`src/rtl/seq_pkg.sv`:
```
// Shared types and default widths for the 1010 detector and its match logger.
package seq_pkg;

  typedef enum logic {
    IDLE = 1'b0,
    RUN  = 1'b1
  } logger_state_t;

  localparam int SEQ_CNT_W = 16;
  localparam int SEQ_TOT_W = 16;
  localparam int SEQ_DEPTH = 4;

endpackage

```
`src/rtl/seq_evt_fifo.sv`:
```
// Synchronous show-ahead FIFO with explicit occupancy count.
// A push is accepted when full only if a pop frees a slot in the same cycle.
module seq_evt_fifo #(
  parameter int W     = 16,
  parameter int DEPTH = 4
) (
  input  logic                       clk,
  input  logic                       rstn,
  input  logic                       clr,
  input  logic                       push,
  input  logic [W-1:0]               din,
  input  logic                       pop,
  output logic [W-1:0]               dout,
  output logic                       empty,
  output logic                       full,
  output logic [$clog2(DEPTH):0]     level
);

  localparam int AW = $clog2(DEPTH);
  localparam int LW = AW + 1;

  logic [W-1:0]  mem [DEPTH];
  logic [AW-1:0] wr_q, wr_d, rd_q, rd_d;
  logic [LW-1:0] level_q, level_d;
  logic          do_push, do_pop;

  assign empty   = (level_q == '0);
  assign full    = (level_q == LW'(DEPTH));
  assign level   = level_q;
  assign do_pop  = pop && !empty;
  assign do_push = push && (!full || do_pop);
  // Head is masked so the output reads zero whenever nothing is queued.
  assign dout    = empty ? '0 : mem[rd_q];

  always_comb begin
    wr_d    = wr_q;
    rd_d    = rd_q;
    level_d = level_q;
    if (clr) begin
      wr_d    = '0;
      rd_d    = '0;
      level_d = '0;
    end else begin
      if (do_push) wr_d = wr_q + 1'b1;
      if (do_pop)  rd_d = rd_q + 1'b1;
      case ({do_push, do_pop})
        2'b10:   level_d = level_q + 1'b1;
        2'b01:   level_d = level_q - 1'b1;
        default: level_d = level_q;
      endcase
    end
  end

  always_ff @(posedge clk or negedge rstn) begin
    if (!rstn) begin
      wr_q    <= '0;
      rd_q    <= '0;
      level_q <= '0;
    end else begin
      wr_q    <= wr_d;
      rd_q    <= rd_d;
      level_q <= level_d;
    end
  end

  always_ff @(posedge clk) begin
    if (do_push && !clr) mem[wr_q] <= din;
  end

endmodule

```
`src/rtl/seq_match_logger.sv`:
```
// Measures det-to-det gaps from the sequence detector, queues them for readout,
// and tracks a saturating match total plus a sticky drop flag.
module seq_match_logger
  import seq_pkg::*;
#(
  parameter int CNT_W = SEQ_CNT_W,
  parameter int TOT_W = SEQ_TOT_W,
  parameter int DEPTH = SEQ_DEPTH
) (
  input  logic                       clk,
  input  logic                       rstn,
  input  logic                       clr,
  input  logic                       det,
  output logic                       ev_valid,
  input  logic                       ev_ready,
  output logic [CNT_W-1:0]           ev_gap,
  output logic [TOT_W-1:0]           total,
  output logic                       overflow,
  output logic [$clog2(DEPTH):0]     level
);

  logger_state_t    state_q, state_d;
  logic [CNT_W-1:0] gap_q, gap_d;
  logic [TOT_W-1:0] total_q, total_d;
  logic             ovf_q, ovf_d;
  logic             push, pop, empty, full;

  assign ev_valid = !empty;
  assign total    = total_q;
  assign overflow = ovf_q;

  always_comb begin
    state_d = state_q;
    gap_d   = gap_q;
    total_d = total_q;
    ovf_d   = ovf_q;
    push    = 1'b0;
    pop     = ev_valid && ev_ready && !clr;
    if (clr) begin
      state_d = IDLE;
      gap_d   = '0;
      total_d = '0;
      ovf_d   = 1'b0;
    end else begin
      if (det && (total_q != '1)) total_d = total_q + 1'b1;
      case (state_q)
        IDLE: begin
          gap_d = '0;
          if (det) state_d = RUN;
        end
        RUN: begin
          if (det) begin
            push  = 1'b1;
            gap_d = '0;
          end else if (gap_q != '1) begin
            gap_d = gap_q + 1'b1;
          end
        end
        default: state_d = IDLE;
      endcase
      // A pop in the same cycle frees a slot, so only a lone push into a full FIFO drops.
      if (push && full && !pop) ovf_d = 1'b1;
    end
  end

  always_ff @(posedge clk or negedge rstn) begin
    if (!rstn) begin
      state_q <= IDLE;
      gap_q   <= '0;
      total_q <= '0;
      ovf_q   <= 1'b0;
    end else begin
      state_q <= state_d;
      gap_q   <= gap_d;
      total_q <= total_d;
      ovf_q   <= ovf_d;
    end
  end

  seq_evt_fifo #(
    .W     (CNT_W),
    .DEPTH (DEPTH)
  ) u_fifo (
    .clk   (clk),
    .rstn  (rstn),
    .clr   (clr),
    .push  (push),
    .din   (gap_q),
    .pop   (pop),
    .dout  (ev_gap),
    .empty (empty),
    .full  (full),
    .level (level)
  );

endmodule

```
`config.mk`:
```
export PLATFORM = sky130hd
export DESIGN_NAME = seq_match_logger
export DESIGN_NICKNAME = d
export VERILOG_FILES = /design/src/rtl/seq_pkg.sv /design/src/rtl/seq_evt_fifo.sv /design/src/rtl/seq_match_logger.sv
export SDC_FILE = /design/constraint.sdc
export NUM_CORES = 1
export LEC_CHECK = 0
export ABC_AREA = 1
export BUFFER_PORTS_ARGS = -buffer_cell sky130_fd_sc_hd__buf_4
export CAP_MARGIN = 20
export CORE_ASPECT_RATIO = 0.8
export CORE_MARGIN = 5
export CORE_UTILIZATION = 59
export DETAILED_ROUTE_END_ITERATION = 6
export GPL_TIMING_DRIVEN = 1
export PLACE_DENSITY = 0.79
export SYNTH_ARGS = -nofsm -noshare
export SYNTH_HDL_FRONTEND = slang
export SYNTH_SLANG_ARGS = --single-unit
export TNS_END_PERCENT = 5
```
`constraint.sdc`:
```
create_clock -name clk -period 2.7 [get_ports clk]
set_input_delay 0.135 -clock clk [delete_from_list [all_inputs] [get_ports clk]]
set_output_delay 0.135 -clock clk [all_outputs]
set_load 0.01 [all_outputs]
```
==> impl_metrics.tcl <==
set metrics [dict create \
    tightest_slew_ns 0.627 \
    core_area_um2 8020 \
    die-area_um2 10300 \
    min_path_type "in -> reg" \
    synth-seq-area-share_pct 59.8 \
    grt-busiest-layer "met2" \
    grt_use_met2_pct 33.0 \
    arrival_ns 2.01 \
    use_met3_pct 5.59 \
    leakage_nw 2.29 \
    crit_path_start_kind "flop" \
    portBuffers 41 \
    finalCriticalPeriod_ns 2.14 \
    vdd_drop_max_mv 0.330 \
    die_h_um 91.7 \
    cts_setup_buffers 0 \
    drive_above_1_share_pct 14.0 \
    nNetsFinal 591 \
    netlist_instances 532 \
    fin_crit_sh_pct 79.4 \
    ys_types 31 \
    track_usage_pct 21.9 \
    synth_edf_count 64 \
    die_width_um 112 \
    place_inst 675 \
    firstDrtPassIters 5 \
    syn_to_final_growth_pct 13.4 \
    cts_buffers 9 \
    ys_top_cells_by_count "nor2_1 (113), nand2_1 (94), edfxtp_1 (64), dfrtp_1 (41), o21ai_0 (38)" \
    fin_cells 692 \
    clk_latency_ns 0.36 \
    cts-root-buf "clkbuf_8" \
    slew_headroom_pct 58.2 \
    cts_sinks 105 \
    yosys.area.top_type "edfxtp_1" \
    synth-async-reset-ratio_pct 39.0 \
    start_util_pct 61.4 \
    slowest_delay_ns 0.51 \
    critical-path-slowest-cell "inv_1" \
    syn_area_per_cell_um2 9.26 \
    dpl.hpwl_um 7420 \
    syn-num-nets 544 \
    worstSetupPathType "reg -> out" \
    synthFlopType "edfxtp_1" \
    h-tree-depth 3 \
    pin_count 42 \
    drt_iter0_markers 318 \
    fin_setup_tns_ns 0 \
    grt_pass1_vias 3536 \
    grtUsageMet1_pct 31.7 \
    ys.warnings.count 0 \
    end_kind "primary output" \
    fin_hold_ws_ns 0.0659 \
    grt_pass1_wl_um 17900 \
    power_density_nw_per_um2 623 \
    synth.most_common_cell "nor2_1" \
    finalHoldViolations 0 \
    vias 3844 \
    overflow 0 \
    wl_per_cell_um 15.9 \
    gp_congestion 0.917 \
    wirelength_um 11000 \
    worst_clock_skew_ns 0.0114 \
    crit_chain "nor2_1, nand2_1, inv_1, a21oi_1, buf_4" \
    synth_top_area_share_pct 39.0 \
    rows 29 \
    path_clk_slew_ns 0.10 \
    netlist_top_cells_area "edfxtp_1 (39%), dfrtp_1 (21%), nor2_1 (8.6%)" \
    num-fill-cells 602 \
    cts_tree "built" \
    cap_violations 0 \
    finalCoreUtilization_pct 69.7 \
    slew_violations 0 \
    crit_fanout 16 \
    grt_max_degree 42 \
    post-place-ws_ns 0.618 \
    antenna_left 0 \
    post_drt_via_cell_ratio 5.55 \
    antenna_found_initial 0 \
    diodes 0 \
    crit_required_ns 2.57 \
    rsz0062_at_grt "false" \
    route.detailed.drc 0 \
    cts_buffer_depth 2 \
    outcome "completed" \
    fin_ws_ns 0.556 \
    syn_area_um2 4930 \
    setup_viol 0 \
    synth-seq-cells 105 \
    clock.fmax_mhz 466 \
]
[critical path: cells and delay by family, from the launching register on]
| kind | cells | cell delay [ns] |
|---|---|---|
| buffers and inverters | 2 | 0.69 |
| flip-flops | 1 | 0.45 |
| AND/OR/NAND/NOR | 2 | 0.37 |
| AO/OA/AOI/OAI | 1 | 0.14 |
[layout make-up]
cell class                      instances  area, um2  area share, %
Sequential cell                       105       2950           52.8
Multi-Input combinational cell        368       1740           31.2
Timing Repair Buffer                   53        400           7.17
Inverter                               42        158           2.82
Tap cell                              108        135           2.42
Clock buffer                            9        124           2.22
Clock inverter                          7       76.3           1.37
[final timing paths]
path                                  from               to  cells past startpoint  slack [ns]
hold reg to reg                   overflow         overflow                      1        0.50
setup / recovery           u_fifo.level[0]        ev_gap[1]                      5        0.56
max in group asynchronous             rstn        total[11]                      2        2.04
setup reg to reg           u_fifo.level[0]  u_fifo.level[2]                     10        0.60
min in group asynchronous             rstn         total[5]                      2        0.28
hold / removal                         clr         gap_q[8]                      2        0.07
[state kept, by name, summed over array words and instances, names as in the netlist]
name / cells
total: 16
u_fifo.rd_q: 2
overflow: 1
u_fifo.level: 3
u_fifo.mem: 64
gap_q: 16
state_q: 1
u_fifo.wr_q: 2
[placed cells by master (no fill, tap or decap)]
cell	n
nor3_1	3
o211ai_1	1
ha_1	6
nor2_2	5
o21ai_0	38
xor2_1	7
o21ai_1	8
nand3_2	1
a31oi_1	2
dlygate4sd3_1	1
nor2_4	2
inv_8	1
fa_1	1
a21oi_1	26
edfxtp_1	64
inv_6	2
bufinv_16	1
clkbuf_8	9
o21bai_1	1
inv_1	37
or2_2	1
clkinv_1	2
nand3b_1	5
xnor2_1	1
buf_4	52
nor2_1	113
nand2_1	94
nand2_2	2
inv_2	4
o21a_1	2
nand3_1	34
clkinv_4	1
dfrtp_1	41
clkinv_2	1
nand4_1	15
[timing repair]
| action | 4_1_cts | 5_1_grt |
|---|---|---|
| hold buffers | 1 | 0 |
| gates resized for setup | 0 | 0 |
| endpoints found under the hold margin | 41 | 0 |
| endpoints found under the setup margin | 0 | 0 |
[metrics by stage]
stage                     area (um2)  power, mW
after floorplan                 4930       2.21
after global placement          5380       2.52
after detailed placement        5380       2.54
after CTS                       5590       3.50
after global routing            5590       3.66
final                           5590       3.48
[logic make-up after synthesis]
family | Yosys count | synth area share (%)
AND/OR/NAND/NOR | 275 | 23.9
adder cells (fa/ha/maj) | 7 | 1.93
AO/OA/AOI/OAI | 78 | 8.18
XOR/XNOR | 8 | 1.42
buffers and inverters | 59 | 4.77
flip-flops | 105 | 59.8
[routing by layer]
layer | routed length, um | share of wire (%)
met5 | 0 | 0
met3 | 868 | 7.9
met2 | 5290 | 48
met4 | 83 | 0.75
met1 | 4770 | 43
[power breakdown]
part | internal [mW] | switching [mW] | total, mW | leakage, nW
logic | 0.290 | 0.445 | 0.735 | 1.01
registers | 1.74 | 0.0407 | 1.78 | 1.18
clock network | 0.439 | 0.526 | 0.965 | 0.104
total | 2.46 | 1.01 | 3.48 | 2.29
(Power assumes the default switching activity.)
